<file path="config.mk">
export PLATFORM = sky130hd
export DESIGN_NAME = y_decode_stage
export DESIGN_NICKNAME = d
export VERILOG_FILES = /design/src/rtl/y_decode_stage_pkg.sv /design/src/rtl/y_regfile.sv /design/src/rtl/y_decode_stage.sv
export SDC_FILE = /design/constraint.sdc
export NUM_CORES = 2
export LEC_CHECK = 0
export CAP_MARGIN = 20
export CORE_ASPECT_RATIO = 1.4
export CORE_MARGIN = 4
export CORE_UTILIZATION = 45
export DETAILED_ROUTE_END_ITERATION = 10
export PLACE_DENSITY = 0.73
export SLEW_MARGIN = 20
export SYNTH_ARGS = -nofsm -noshare
export SYNTH_HDL_FRONTEND = slang
export SYNTH_SLANG_ARGS = --single-unit
</file>
<file path="constraint.sdc">
create_clock -name clk -period 4.35 [get_ports clk]
set_clock_uncertainty 0.15 [all_clocks]
set_input_delay 0.6525 -clock clk [delete_from_list [all_inputs] [get_ports clk]]
set_output_delay 0.6525 -clock clk [all_outputs]
set_load 0.02 [all_outputs]
</file>
<file path="src/rtl/y_decode_stage_pkg.sv">
// Shared constants for the decode stage and yAlu: widths, RV32 opcodes, ALU op codes.
// The ALU op encodings are consumed unchanged by yAlu and its bench.
package y_decode_stage_pkg;

    localparam int XLEN = 32;
    localparam int NREG = 32;
    localparam int RIDX = $clog2(NREG);

    localparam logic [6:0] OP_R      = 7'b0110011;
    localparam logic [6:0] OP_IMM    = 7'b0010011;
    localparam logic [6:0] OP_LOAD   = 7'b0000011;
    localparam logic [6:0] OP_STORE  = 7'b0100011;
    localparam logic [6:0] OP_BRANCH = 7'b1100011;
    localparam logic [6:0] OP_JAL    = 7'b1101111;

    typedef enum logic [2:0] {
        ALU_AND = 3'b000,
        ALU_OR  = 3'b001,
        ALU_ADD = 3'b010,
        ALU_SUB = 3'b110,
        ALU_SLT = 3'b111
    } alu_op_e;

endpackage

</file>
<file path="src/rtl/y_regfile.sv">
// 32x32 register file: two asynchronous read ports with write-through bypass,
// one synchronous write port, x0 hardwired to zero.
module y_regfile
    import y_decode_stage_pkg::*;
(
    input  logic            clk,
    input  logic            rst,
    input  logic [RIDX-1:0] rs1_addr,
    input  logic [RIDX-1:0] rs2_addr,
    output logic [XLEN-1:0] rs1_val,
    output logic [XLEN-1:0] rs2_val,
    input  logic            wb_en,
    input  logic [RIDX-1:0] wb_addr,
    input  logic [XLEN-1:0] wb_data
);

    logic [XLEN-1:0] regs [NREG];
    logic            wb_live;

    assign wb_live = wb_en && (wb_addr != '0);

    always_ff @(posedge clk) begin
        if (rst) begin
            for (int i = 0; i < NREG; i++) begin
                regs[i] <= '0;
            end
        end else if (wb_live) begin
            regs[wb_addr] <= wb_data;
        end
    end

    // Bypass lets a same-cycle writeback reach an instruction being captured.
    always_comb begin
        rs1_val = '0;
        rs2_val = '0;
        if (rs1_addr != '0) begin
            rs1_val = (wb_live && wb_addr == rs1_addr) ? wb_data : regs[rs1_addr];
        end
        if (rs2_addr != '0) begin
            rs2_val = (wb_live && wb_addr == rs2_addr) ? wb_data : regs[rs2_addr];
        end
    end

endmodule

</file>
<file path="src/rtl/y_decode_stage.sv">
// RV32 subset decode stage feeding yAlu: register read, immediate build,
// control decode, and a registered ID/EX bundle behind a valid/ready handshake.
module y_decode_stage
    import y_decode_stage_pkg::*;
(
    input  logic            clk,
    input  logic            rst,
    input  logic            in_valid,
    output logic            in_ready,
    input  logic [31:0]     in_instr,
    input  logic [XLEN-1:0] in_pc,
    input  logic            wb_en,
    input  logic [4:0]      wb_addr,
    input  logic [XLEN-1:0] wb_data,
    output logic            out_valid,
    input  logic            out_ready,
    output logic [XLEN-1:0] out_pc,
    output logic [XLEN-1:0] out_rs1_val,
    output logic [XLEN-1:0] out_rs2_val,
    output logic [XLEN-1:0] out_imm,
    output logic [4:0]      out_rd,
    output logic [2:0]      out_alu_op,
    output logic            out_alu_src,
    output logic            out_mem_rd,
    output logic            out_mem_wr,
    output logic            out_reg_wr,
    output logic            out_branch,
    output logic            out_jump,
    output logic            out_illegal
);

    logic [6:0]      opcode;
    logic [2:0]      funct3;
    logic [6:0]      funct7;
    logic [XLEN-1:0] rs1_val, rs2_val, imm;
    alu_op_e         alu_op;
    logic            alu_src, mem_rd, mem_wr, reg_wr, branch, jump, illegal;
    logic            accept;

    assign opcode = in_instr[6:0];
    assign funct3 = in_instr[14:12];
    assign funct7 = in_instr[31:25];

    assign in_ready = !rst && (!out_valid || out_ready);
    assign accept   = in_valid && in_ready;

    y_regfile u_regfile (
        .clk      (clk),
        .rst      (rst),
        .rs1_addr (in_instr[19:15]),
        .rs2_addr (in_instr[24:20]),
        .rs1_val  (rs1_val),
        .rs2_val  (rs2_val),
        .wb_en    (wb_en),
        .wb_addr  (wb_addr),
        .wb_data  (wb_data)
    );

    always_comb begin
        alu_op  = ALU_ADD;
        alu_src = 1'b0;
        mem_rd  = 1'b0;
        mem_wr  = 1'b0;
        reg_wr  = 1'b0;
        branch  = 1'b0;
        jump    = 1'b0;
        illegal = 1'b1;
        imm     = '0;
        case (opcode)
            OP_R: begin
                // Only funct7 = 0000000 / 0100000 exist in this subset.
                if ((funct7 & 7'b1011111) == 7'b0) begin
                    case ({funct3, funct7[5]})
                        4'b0000: begin alu_op = ALU_ADD; illegal = 1'b0; end
                        4'b0001: begin alu_op = ALU_SUB; illegal = 1'b0; end
                        4'b0100: begin alu_op = ALU_SLT; illegal = 1'b0; end
                        4'b1100: begin alu_op = ALU_OR;  illegal = 1'b0; end
                        4'b1110: begin alu_op = ALU_AND; illegal = 1'b0; end
                        default: alu_op = ALU_ADD;
                    endcase
                    reg_wr = !illegal;
                end
            end
            OP_IMM: begin
                imm = {{20{in_instr[31]}}, in_instr[31:20]};
                case (funct3)
                    3'b000: begin alu_op = ALU_ADD; illegal = 1'b0; end
                    3'b010: begin alu_op = ALU_SLT; illegal = 1'b0; end
                    3'b110: begin alu_op = ALU_OR;  illegal = 1'b0; end
                    3'b111: begin alu_op = ALU_AND; illegal = 1'b0; end
                    default: alu_op = ALU_ADD;
                endcase
                alu_src = !illegal;
                reg_wr  = !illegal;
            end
            OP_LOAD: begin
                imm = {{20{in_instr[31]}}, in_instr[31:20]};
                if (funct3 == 3'b010) begin
                    illegal = 1'b0;
                    alu_src = 1'b1;
                    mem_rd  = 1'b1;
                    reg_wr  = 1'b1;
                end
            end
            OP_STORE: begin
                imm = {{20{in_instr[31]}}, in_instr[31:25], in_instr[11:7]};
                if (funct3 == 3'b010) begin
                    illegal = 1'b0;
                    alu_src = 1'b1;
                    mem_wr  = 1'b1;
                end
            end
            OP_BRANCH: begin
                imm = {{20{in_instr[31]}}, in_instr[7], in_instr[30:25], in_instr[11:8], 1'b0};
                if (funct3 == 3'b000 || funct3 == 3'b001) begin
                    illegal = 1'b0;
                    alu_op  = ALU_SUB;
                    branch  = 1'b1;
                end
            end
            OP_JAL: begin
                imm     = {{12{in_instr[31]}}, in_instr[19:12], in_instr[20], in_instr[30:21], 1'b0};
                illegal = 1'b0;
                jump    = 1'b1;
                reg_wr  = 1'b1;
            end
            default: illegal = 1'b1;
        endcase
    end

    always_ff @(posedge clk) begin
        if (rst) begin
            out_valid   <= 1'b0;
            out_pc      <= '0;
            out_rs1_val <= '0;
            out_rs2_val <= '0;
            out_imm     <= '0;
            out_rd      <= '0;
            out_alu_op  <= '0;
            out_alu_src <= 1'b0;
            out_mem_rd  <= 1'b0;
            out_mem_wr  <= 1'b0;
            out_reg_wr  <= 1'b0;
            out_branch  <= 1'b0;
            out_jump    <= 1'b0;
            out_illegal <= 1'b0;
        end else if (accept) begin
            out_valid   <= 1'b1;
            out_pc      <= in_pc;
            out_rs1_val <= rs1_val;
            out_rs2_val <= rs2_val;
            out_imm     <= imm;
            out_rd      <= reg_wr ? in_instr[11:7] : 5'd0;
            out_alu_op  <= alu_op;
            out_alu_src <= alu_src;
            out_mem_rd  <= mem_rd;
            out_mem_wr  <= mem_wr;
            out_reg_wr  <= reg_wr;
            out_branch  <= branch;
            out_jump    <= jump;
            out_illegal <= illegal;
        end else if (out_ready) begin
            out_valid <= 1'b0;
        end
    end

endmodule

</file>
## Yosys cells after proc, flatten, opt, wreduce, memory -nomap -nowiden

Memories as Yosys holds them, arrays and structs flattened.
Cells that the tools add are included.

| operators by class | value |
|---|---|
| equality and inequality tests | 16 |
| mux-type cells | 39 |
| reductions and logical operators | 23 |

Operators with widths:

| kind | count |
|---|---|
| 32-bit two-way mux | 5 |
| 32-bit case mux with 4 select lines | 1 |
| 32-bit OR reduction | 1 |
| 1-bit two-way mux | 23 |
| 3-bit case mux with 3 select lines | 2 |
| 5-bit nonzero test | 3 |
| 7-bit by 6-bit equality test with 1-bit output (second input constant) | 2 |
| 7-bit equality test (second input constant) | 2 |
| 3-bit case mux with 4 select lines | 1 |
| 5-bit equality test | 2 |
| 5-bit two-way mux | 2 |
| 4-bit equality test (second input constant) | 2 |
| 7-bit by 2-bit equality test with 1-bit output (second input constant) | 1 |
| 7-bit by 5-bit equality test with 1-bit output (second input constant) | 1 |
| 7-bit logical NOT | 1 |
| 3-bit equality test (second input constant) | 2 |
| 3-bit two-way mux | 2 |
| 1-bit logical AND | 5 |
| 1-bit case mux with 5 select lines | 1 |
| 5-bit OR reduction | 1 |
| 4-bit by 1-bit equality test with 1-bit output (second input constant) | 1 |
| 4-bit by 3-bit equality test with 1-bit output (second input constant) | 1 |
| 1-bit logical NOT | 4 |
| 4-bit logical NOT | 1 |
| 9 further kinds | 11 |

| word-level totals | value |
|---|---|
| memory bits (writable) | 1024 |
| flip-flop bits (word level) | 144 |
| output and inout port bits | 145 |
| memories | 1 |

Memories:

| name | words | bits a word | read ports | clocked after memory_dff | write ports | RTL line | text |
|---|---|---|---|---|---|---|---|
| u_regfile.regs | 32 | 32 | 2 | 0 | 32 | y_regfile.sv:17 | `logic [XLEN-1:0] regs [NREG];` |

## Longest topological paths before layout

| logic depth | value |
|---|---|
| depth in word-level cells | 9 |
| depth in mapped cells | 9 |
| mapped depth without buffers | 5 |

## Cells and area by module

A second synthesis with hierarchy kept.

| second synthesis, totals | value |
|---|---|
| cell total of the unflattened synthesis | 4551 |
| area, all modules | 60759.5 µm² |

Modules (own cells, without submodules):

| module | area each (µm²) | sequential area each (µm²) | times used | cells each |
|---|---|---|---|---|
| y_regfile | 55723.4 | 30749.5 | 1 | 3918 |
| y_decode_stage | 5036.1 | 2662.6 | 1 | 633 |

## Worst setup path after synthesis

Ideal clock, no wire load.

| timing | value |
|---|---|
| kind | input to register |
| start point | in wb_addr[4] |
| end point | mem u_regfile.regs[28][0] (enable) |
| buffers on the path | 4 |
| arrival | 4.125 ns |
| path slack | -0.391 ns |
| stages | 7 |
| library setup time | 0.466 ns |
| path through | clkbuf_1 or3_4 buf_2 nand4bb_1 buf_2 buf_1 o21ai_0 |

RTL lines:

| element | RTL line | text |
|---|---|---|
| from (decl) | y_decode_stage.sv:13 | `input logic [4:0] wb_addr,` |
| to (decl) | y_regfile.sv:17 |  |

==> results_dict.tcl <==
set metrics [dict create \
    status "complete, no violations" \
    synth.most_common_cell "edfxtp_1" \
    drt_pass1_iterations 8 \
    synth.distinct_cells 73 \
    path_clk_slew_ns 0.06 \
    die_h_um 438.0 \
    hold_start "rst" \
    grt_pass1_vias 40890 \
    htree_levels 3 \
    drc 0 \
    synth_area_um2 59430 \
    yosysTopAreaCellShare_pct 51.74 \
    clock_latency_ns 0.77 \
    routed-via-count 40300 \
    cts_tree "done" \
    reg2reg_depth 6 \
    yosys_warnings 0 \
    crit_path_end_kind "flop" \
    fin_nets 4327 \
    hold_viol_final 0 \
    viasPerCell 6.645 \
    io_pins 251 \
    drive_above_1_share_pct 24.49 \
    r2r-start "out_valid$_SDFFE_PP0P_" \
    ys_top_cells_by_area "edfxtp_1 (52%), mux4_2 (19%), and2_1 (10%), dfxtp_1 (4.5%), clkbuf_1 (2.1%)" \
    post_cts_buffers 0 \
    syn_to_final_growth_pct 15.59 \
    grt_use_total_pct 29.23 \
    grt.busiest_layer "met2" \
    hold_class "input port to flop" \
    met3_usage_pct 7.929 \
    dp_hpwl_um 129800 \
    period_share_pct 71.21 \
    max_slew_margin_pct 28.34 \
    drt-total-wl_um 203500 \
    fp.dieW_um 315.1 \
    power_leakage_nw 23.21 \
    critical_path_arrival_ns 3.55 \
    num_rows 157 \
    wl_per_cell_um 33.55 \
    fmax_mhz 322.8 \
    antenna_found_initial 15 \
    overflow 0 \
    vdd_drop_max_mv 0.3456 \
    holdWs_ns 0.1480 \
    tightestPinTransition_ns 1.075 \
    dieArea_um2 138000 \
    cp.required_ns 4.80 \
    critPathKind "input port to flop" \
    maxCapViolCount 0 \
    core-area_um2 131000 \
    worstHoldEndpoint "out_valid$_SDFFE_PP0P_" \
    hold_depth 2 \
    ys_seq_area_share_pct 56.22 \
    power_w 0.02666 \
    avgSynthCellArea_um2 14.63 \
    io_buffers 250 \
    synth_edf_count 1024 \
    gp_congestion 0.9147 \
    initial_utilization_pct 45.36 \
    postRouteAntennaNets 0 \
    grt_pass1_wl_um 288800 \
    drtIter0Drc 6582 \
    ys_seq_elements 1157 \
    post_cts_resized 0 \
    worst-path-max-fanout 16 \
    cts_buffer_depth 3 \
    synth_area_leader_cell "edfxtp_1" \
    grtUsageMet1_pct 35.52 \
    rsz0062_at_grt "false" \
    async_reset_ff_share_pct 0 \
    synthCells 4062 \
    worst_setup_path_start_kind "input port" \
    pwr_density_cell_nw_per_um2 388.0 \
    cts_inserted_buffers 114 \
    clock-root-buffer "clkbuf_16" \
    r2r_slack_ns 1.54 \
    cts.sinks 1157 \
    min_period_ns 3.097 \
    use_met2_pct 47.00 \
    synthTopCellsByCount "edfxtp_1 (1024), and2_1 (969), mux4_2 (510), clkbuf_1 (334), nand2_1 (161)" \
    grt_max_degree 80 \
    ys_dominant_reg_cell "edfxtp_1" \
    reg2reg_to "out_rs1_val[12]$_SDFFE_PP0P_" \
    setup_viol 0 \
    hold_buffers 0 \
    slew_viol_final 0 \
    utilization_pct 52.43 \
]
[per-stage QoR]
| stage | setup TNS [ns] | instances | instance area [um2] | worst slack [ns] |
|---|---|---|---|---|
| 2_1_floorplan | -49.67 | 4093 | 59550 | -0.3821 |
| 3_3_place_gp | 0 | 5852 | 64870 | 0.6826 |
| 3_5_place_dp | 0 | 5852 | 64860 | 0.5910 |
| 4_1_cts | 0 | 6059 | 68660 | 1.324 |
| 5_1_grt | 0 | 6062 | 68690 | 1.164 |
| 6_report | 0 | 6065 | 68700 | 1.253 |
[final cells by class]
type                       instances  area, um2
antenna                            4      10.01
multi-input combinational       2470      24620
inverter                          10      40.04
fill                           10630      62330
clock buffer                     144       3088
clock inverter                    63      711.9
timing repair buffer             468       4624
sequential                      1157      33410
tap                             1749       2188
[worst max-delay path, cell delays in order]
cell,delay (ns)
clkdlybuf4s50_1,0.74
or3_4,0.37
nand4bb_2,0.26
buf_4,0.27
nor2_2,0.68
buf_4,0.37
and2_1,0.16
[layer usage]
layer / vias to the layer above / part of all wire [%]
li1: 15990 / -
met1: 20290 / 33
met2: 3246 / 47
met3: 773 / 13
met4: 12 / 7.0
met5: - / 0.032
[kinds of logic (layout without fill, tap and decap cells)]
| logic type | count (synthesis) | count (layout) | share of synthesized area (%) |
|---|---|---|---|
| DFF | 1157 | 1157 | 56.22 |
| xor gates and xnor gates | 10 | 10 | 0.1789 |
| and+or+nand+nor | 1441 | 1441 | 14.47 |
| other | 1 | 36 | 0.006310 |
| AOI/OAI and AO/OA | 434 | 434 | 5.600 |
| muxes | 553 | 553 | 20.12 |
| buffers and inverters | 466 | 685 | 3.404 |
[cells in the final DEF, fill, tap and decap left out, types with 32 or more instances in the layout]
master           instances
a21oi_1                 53
a22o_1                  40
a22oi_1                 41
and2_1                 969
and4b_1                 62
buf_12                  38
buf_4                  181
clkbuf_16              116
clkdlybuf4s50_1        237
conb_1                  32
dfxtp_1                133
edfxtp_1              1024
mux2_2                  33
mux4_2                 510
nand2_1                161
nand3_1                 78
nor3_1                  42
o21ai_0                 53
o21ai_4                 32
o22ai_1                 57
[power breakdown]
group	internal, W	total (W)	switching, W
logic	0.00144	0.00333	0.00189
clock network	0.00583	0.0103	0.00442
registers	0.0127	0.0131	0.000378
[registers in the layout, indices dropped and copies added, names as in the netlist]
name,cells
out_jump,1
out_pc,32
out_reg_wr,1
out_mem_rd,1
out_imm,21
out_valid,1
out_rs1_val,32
out_alu_op,3
out_rs2_val,32
u_regfile.regs,1024
out_rd,5
out_branch,1
out_alu_src,1
out_illegal,1
out_mem_wr,1
[worst max-delay path by stage]
| stage | slack, ns | from | to | cells after the start |
|---|---|---|---|---|
| 6_report | 1.25 | wb_addr[3] | u_regfile.regs[8][23]$_SDFFCE_PN0P_ | 7 |
| 4_1_cts | 1.32 | out_valid$_SDFFE_PP0P_ | in_ready | 3 |
| 5_1_grt | 1.16 | wb_addr[3] | u_regfile.regs[8][8]$_SDFFCE_PN0P_ | 7 |
| 2_1_floorplan | -0.38 | wb_addr[4] | u_regfile.regs[12][0]$_SDFFCE_PN0P_ | 7 |
| 3_3_place_gp | 0.68 | wb_addr[3] | u_regfile.regs[8][8]$_SDFFCE_PN0P_ | 7 |
| 3_5_place_dp | 0.59 | wb_addr[3] | u_regfile.regs[8][8]$_SDFFCE_PN0P_ | 7 |
Note: power is estimated with default switching activity, not from simulation.
